[src/rtl/snes_bbus_monitor.sv]
// SNES B-bus front end: synchronizes and glitch-filters PA, D and the read/write
// strobes, and emits single-cycle address-change, read-start, write-done and conflict events.
module snes_bbus_monitor #(
  parameter int SYNC_STAGES   = 2,
  parameter int STABLE_CYCLES = 3
) (
  input  logic       clk,
  input  logic       rst,
  input  logic [7:0] PA,
  input  logic [7:0] data_in,
  input  logic       PARD_n,
  input  logic       PAWR_n,
  output logic       event_latch,
  output logic [7:0] addr_stable,
  output logic       rd_start,
  output logic [7:0] rd_addr,
  output logic       wr_done,
  output logic [7:0] wr_addr,
  output logic [7:0] wr_data,
  output logic       bus_err
);

  localparam logic [2:0]  STABLE   = 3'(STABLE_CYCLES);
  localparam logic [17:0] SYNC_RST = 18'h3_0000;

  // Bit layout of each synchronizer stage: {PAWR_n, PARD_n, data_in, PA}
  logic [17:0]            sync_q [SYNC_STAGES];
  logic [SYNC_STAGES-1:0] flush_q;

  logic [7:0] s_pa, s_data;
  logic       s_rd, s_wr, run;

  assign s_pa   = sync_q[SYNC_STAGES-1][7:0];
  assign s_data = sync_q[SYNC_STAGES-1][15:8];
  assign s_rd   = sync_q[SYNC_STAGES-1][16];
  assign s_wr   = sync_q[SYNC_STAGES-1][17];
  // Filters stay idle until the chain holds only post-reset samples, so reset fill
  // values can never qualify as a level.
  assign run    = flush_q[SYNC_STAGES-1];

  always_ff @(posedge clk or posedge rst) begin
    if (rst) begin
      for (int i = 0; i < SYNC_STAGES; i++) sync_q[i] <= SYNC_RST;
      flush_q <= '0;
    end else begin
      sync_q[0] <= {PAWR_n, PARD_n, data_in, PA};
      for (int i = 1; i < SYNC_STAGES; i++) sync_q[i] <= sync_q[i-1];
      flush_q <= {flush_q[SYNC_STAGES-2:0], 1'b1};
    end
  end

  function automatic logic [2:0] run_next(input logic hit, input logic [2:0] cnt);
    if (!hit)            return 3'd1;
    else if (cnt >= STABLE) return STABLE;
    else                 return cnt + 3'd1;
  endfunction

  logic [7:0] a_cand;
  logic [2:0] a_cnt, rd_cnt, wr_cnt;
  logic       rd_cand, wr_cand;
  logic [2:0] a_cnt_nxt, rd_cnt_nxt, wr_cnt_nxt;
  logic       a_qual, rd_qual, wr_qual;

  assign a_cnt_nxt  = run_next(s_pa == a_cand, a_cnt);
  assign rd_cnt_nxt = run_next(s_rd == rd_cand, rd_cnt);
  assign wr_cnt_nxt = run_next(s_wr == wr_cand, wr_cnt);
  assign a_qual     = run && (a_cnt_nxt == STABLE);
  assign rd_qual    = run && (rd_cnt_nxt == STABLE);
  assign wr_qual    = run && (wr_cnt_nxt == STABLE);

  logic rd_q, wr_q, rd_q_nxt, wr_q_nxt;
  logic rd_armed, wr_armed, wr_act, conflict_q;
  logic both_low, both_high, rd_fall, wr_fall, wr_rise;
  logic addr_valid;
  logic [7:0] shadow;

  assign rd_q_nxt  = rd_qual ? s_rd : rd_q;
  assign wr_q_nxt  = wr_qual ? s_wr : wr_q;
  assign both_low  = !rd_q_nxt && !wr_q_nxt;
  assign both_high = rd_q_nxt && wr_q_nxt;
  assign rd_fall   = rd_q && !rd_q_nxt;
  assign wr_fall   = wr_q && !wr_q_nxt;
  assign wr_rise   = !wr_q && wr_q_nxt;

  always_ff @(posedge clk or posedge rst) begin
    if (rst) begin
      a_cand      <= 8'h00;
      a_cnt       <= 3'd0;
      rd_cand     <= 1'b1;
      rd_cnt      <= 3'd0;
      wr_cand     <= 1'b1;
      wr_cnt      <= 3'd0;
      rd_q        <= 1'b1;
      wr_q        <= 1'b1;
      rd_armed    <= 1'b0;
      wr_armed    <= 1'b0;
      wr_act      <= 1'b0;
      conflict_q  <= 1'b0;
      addr_valid  <= 1'b0;
      shadow      <= 8'h00;
      event_latch <= 1'b0;
      addr_stable <= 8'h00;
      rd_start    <= 1'b0;
      rd_addr     <= 8'h00;
      wr_done     <= 1'b0;
      wr_addr     <= 8'h00;
      wr_data     <= 8'h00;
      bus_err     <= 1'b0;
    end else begin
      event_latch <= 1'b0;
      rd_start    <= 1'b0;
      wr_done     <= 1'b0;
      bus_err     <= 1'b0;
      if (run) begin
        a_cand  <= s_pa;
        a_cnt   <= a_cnt_nxt;
        rd_cand <= s_rd;
        rd_cnt  <= rd_cnt_nxt;
        wr_cand <= s_wr;
        wr_cnt  <= wr_cnt_nxt;
        if (!s_wr) shadow <= s_data;
      end
      rd_q <= rd_q_nxt;
      wr_q <= wr_q_nxt;

      if (a_qual && (!addr_valid || s_pa != addr_stable)) begin
        addr_stable <= s_pa;
        addr_valid  <= 1'b1;
        event_latch <= 1'b1;
      end

      // A strobe only counts edges once it has been seen qualified high after reset.
      if (rd_qual && s_rd) rd_armed <= 1'b1;
      if (wr_qual && s_wr) wr_armed <= 1'b1;

      if (rd_fall && rd_armed && !conflict_q && !both_low) begin
        rd_start <= 1'b1;
        rd_addr  <= addr_stable;
      end

      if (wr_fall && wr_armed) begin
        wr_act  <= 1'b1;
        wr_addr <= addr_stable;
      end
      if (wr_rise) begin
        wr_act <= 1'b0;
        if (wr_act && !conflict_q) begin
          wr_done <= 1'b1;
          wr_data <= shadow;
        end
      end

      if (both_low) begin
        conflict_q <= 1'b1;
        wr_act     <= 1'b0;
        if (!conflict_q) bus_err <= 1'b1;
      end else if (both_high) begin
        conflict_q <= 1'b0;
      end
    end
  end

endmodule

[config.mk]
export PLATFORM = sky130hd
export DESIGN_NAME = snes_bbus_monitor
export DESIGN_NICKNAME = d
export VERILOG_FILES = /design/src/rtl/snes_bbus_monitor.sv
export SDC_FILE = /design/constraint.sdc
export NUM_CORES = 1
export LEC_CHECK = 0
export ABC_AREA = 1
export CAP_MARGIN = 10
export CORE_ASPECT_RATIO = 0.5
export CORE_MARGIN = 1.5
export CORE_UTILIZATION = 35
export DETAILED_ROUTE_END_ITERATION = 16
export GPL_ROUTABILITY_DRIVEN = 0
export PLACE_DENSITY = 0.62
export SLEW_MARGIN = 40
export SYNTH_ARGS = -nofsm -noshare
export SYNTH_HDL_FRONTEND = slang
export SYNTH_SLANG_ARGS = --single-unit
[constraint.sdc]
create_clock -name clk -period 4.98 [get_ports clk]
set_clock_uncertainty 0.1 [all_clocks]
set_input_delay 0.996 -clock clk [delete_from_list [all_inputs] [get_ports clk]]
set_output_delay 0.996 -clock clk [all_outputs]
set_load 0.01 [all_outputs]
==> flow_metrics.env <==
export IMPL_status="finished, final reports clean"
export IMPL_slew_headroom_pct=62.11
export IMPL_cts_sinks=108
export IMPL_cts_tree="done"
export IMPL_nets=505
export IMPL_path_class="reg2reg"
export IMPL_layout_common_cells="nand2_1 (143), dfrtp_1 (100), clkdlybuf4s50_1 (55)"
export IMPL_clock_latency_ns=0.34
export IMPL_reg2regPathDepth=15
export IMPL_hold_path_class="reg2reg"
export IMPL_hold_buffers=0
export IMPL_worst_setup_path_end_kind="flip-flop"
export IMPL_rsz0062_at_grt="false"
export IMPL_antenna_found_initial=0
export IMPL_hold_depth=0
export IMPL_netlist_instances=413
export IMPL_chipWidth_microns=158.8
export IMPL_ys_types=32
export IMPL_core_area_sq_mm=0.01181
export IMPL_worstMarginPinSlew_ns=0.5652
export IMPL_slew_viol_final=0
export IMPL_start_util_pct=35.98
export IMPL_io_buffers=55
export IMPL_cts_repair_resized=0
export IMPL_slowest_stage="nor3_2"
export IMPL_finalSetupViolCount=0
export IMPL_final_cell_area_sq_mm=0.005298
export IMPL_crit_path_max_fanout=12
export IMPL_dieArea_sq_mm=0.01285
export IMPL_htreeDepth=3
export IMPL_area_growth_pct=24.71
export IMPL_post_route_period_util_pct=60.01
export IMPL_ant_nets=0
export IMPL_hold_ws_ns=0.2480
export IMPL_ys_seq_area_share_pct=63.86
export IMPL_cts_setup_buffers=0
export IMPL_drtPass1Iterations=4
export IMPL_drt_wl_total_mm=7.890
export IMPL_syn_area_sq_mm=0.004248
export IMPL_initialDrtViolationCount=135
export IMPL_fmax_ghz=0.3346
export IMPL_slowest_delay_ns=0.49
export IMPL_nFillCells=1123
export IMPL_synth_ff_latch_count=108
export IMPL_crit_arrival_ns=3.12
export IMPL_overflow=0
export IMPL_utilization_pct=44.87
export IMPL_fin_crit_ns=2.988
export IMPL_placed_area_sq_mm=0.005002
export IMPL_grt_max_degree=65
export IMPL_avgRoutedWirePerCell_microns=12.18
export IMPL_yosysTopAreaCell="dfrtp_1"
export IMPL_drc_errors=0
export IMPL_maxCapViolations=0
export IMPL_startpoint_type="flip-flop"
export IMPL_yosys_warnings=0
export IMPL_place_ws_ns=1.707
export IMPL_grt_pass1_wl_mm=13.55
export IMPL_hold_viol_final=0
export IMPL_clock_path_buffers=2
export IMPL_syn_num_nets=440
export IMPL_postSynthAreaPerCell_sq_um=10.29
export IMPL_dpl_hpwl_mm=5.607
export IMPL_ios=56
export IMPL_clock_root_buffer="clkbuf_16"
export IMPL_layout_commonest_cell="nand2_1"
export IMPL_crit_chain="ha_1, ha_1, nor2_2, nand3_1, nor2_8, nor2_8, nand2_2, nand2_2, nand2_4, inv_2, ha_1, nor3_2, nand2_2, nand2_1, nand2_1"
export IMPL_cellPowerDensity_mw_per_mm2=396.9
export IMPL_via_per_inst=4.384
export IMPL_cts_made_buffers=9
export IMPL_cp_data_required_time_ns=5.12
export IMPL_grt_usage_pct=13.55
export IMPL_antennaDiodeCount=0
export IMPL_leakagePower_nw=2.553
export IMPL_die_h_microns=80.90
export IMPL_grt_pass1_vias=2740
export IMPL_clk_pin_slew_ns=0.07
export IMPL_tns_ns=0
export IMPL_synthTopCellsByArea="dfrtp_1 (59%), nand2_1 (13%), dfstp_2 (4.9%), nand3_1 (3.1%), inv_1 (2.4%)"
export IMPL_fp_row_count=28
export IMPL_fin_ws_ns=1.992
export IMPL_vdd_ir_drop_max_mv=0.1797
export IMPL_vias=2841
export IMPL_synth_top_area_share_pct=58.91
export IMPL_drive_above_1_share_pct=11.80
## area by class of cell
type                       count  area (sq um)  share of cell area [%]
sequential                   108          2713                   51.20
clock buffer                  11         252.7                   4.771
clock inverter                 5         35.03                  0.6613
inverter                      37         143.9                   2.716
multi-input combinational    264          1374                   25.93
timing repair buffer          58         573.1                   10.82
tap                          165         206.4                   3.897
## state kept, by name, summed over array words and instances (netlist names), 2 cells and up
name and cells:
wr_addr 8, shadow 8, flush_q 2, a_cand 8, s_pa 8, rd_cnt 3, wr_data 8, wr_cnt 3
s_data 8, a_cnt 3, sync_q 18, addr_stable 8, rd_addr 8
## critical path, delay by kind of cell (launching register included)
| family | cells | cell delay (ns) |
|---|---|---|
| simple gates | 11 | 1.73 |
| fa+ha+maj | 3 | 0.61 |
| flops | 1 | 0.41 |
| buf+inv | 1 | 0.05 |
## synth_stat cells
| cell type | n |
|---|---|
| nand2_1 | 143 |
| dfrtp_1 | 100 |
| inv_1 | 27 |
| nand3_1 | 26 |
| nand4_1 | 13 |
| o21ai_0 | 13 |
| nor2_1 | 12 |
| o21ai_1 | 9 |
| dfstp_2 | 8 |
| inv_2 | 8 |
| xnor2_1 | 8 |
| ha_1 | 7 |
| nand2_2 | 5 |
| nor2_2 | 5 |
| nor2_8 | 3 |
| or2_1 | 3 |
| clkbuf_1 | 2 |
| clkinv_1 | 2 |
| nand3_2 | 2 |
| nand3_4 | 2 |
| nor3_1 | 2 |
| o22a_1 | 2 |
| xor2_1 | 2 |
| a21oi_1 | 1 |
| and2_1 | 1 |
| buf_2 | 1 |
| buf_8 | 1 |
| conb_1 | 1 |
| nand2_4 | 1 |
| nand4_2 | 1 |
| nand4_4 | 1 |
| o22ai_1 | 1 |
## through the flow
step | power (mW) | std cells
5_1_grt | 2.233 | 648
3_3_place_gp | 1.424 | 632
4_1_cts | 2.129 | 648
3_5_place_dp | 1.439 | 632
2_1_floorplan | 1.318 | 413
6_report | 2.103 | 648
## path summary, 6_finish.rpt
check / to / start / slack, ns
worst max-delay path: rd_addr[3] / wr_cnt[0] / 1.99
worst min-delay path: s_data[1] / sync_q[27] / 0.25
worst max register to register: rd_addr[3] / wr_cnt[0] / 1.99
worst min register to register: s_data[1] / sync_q[27] / 0.25
max in group asynchronous: s_rd / rst / 3.01
min in group asynchronous: wr_data[6] / rst / 0.99
## power by group
part,switching [mW],internal [mW],leakage (nW)
combinational,0.242,0.151,1.06
clock,0.312,0.367,0.142
sequential,0.0584,0.972,1.35
total,0.612,1.49,2.55
## cells by family (layout without fill, tap and decap cells)
group           Yosys count  after routing  share of synthesized area, %
simple gates            220            220                         24.74
compound gates           26             26                         3.269
other cells               1              1                       0.08828
flops                   108            108                         63.86
xor+xnor                 10             10                         2.062
fa+ha+maj                 7              7                         2.062
buf+inv                  41            111                         3.918
## per-layer routing
| metal | global-route usage (%) | share of wire [%] | routed length, microns |
|---|---|---|---|
| met1 | 17.62 | 48 | 3778 |
| met2 | 22.46 | 48 | 3810 |
| met3 | 3.933 | 2.9 | 230 |
| met4 | 3.714 | 0.89 | 70 |
| met5 | 0 | 0 | 0 |
Note: power is estimated with default switching activity, not from simulation.
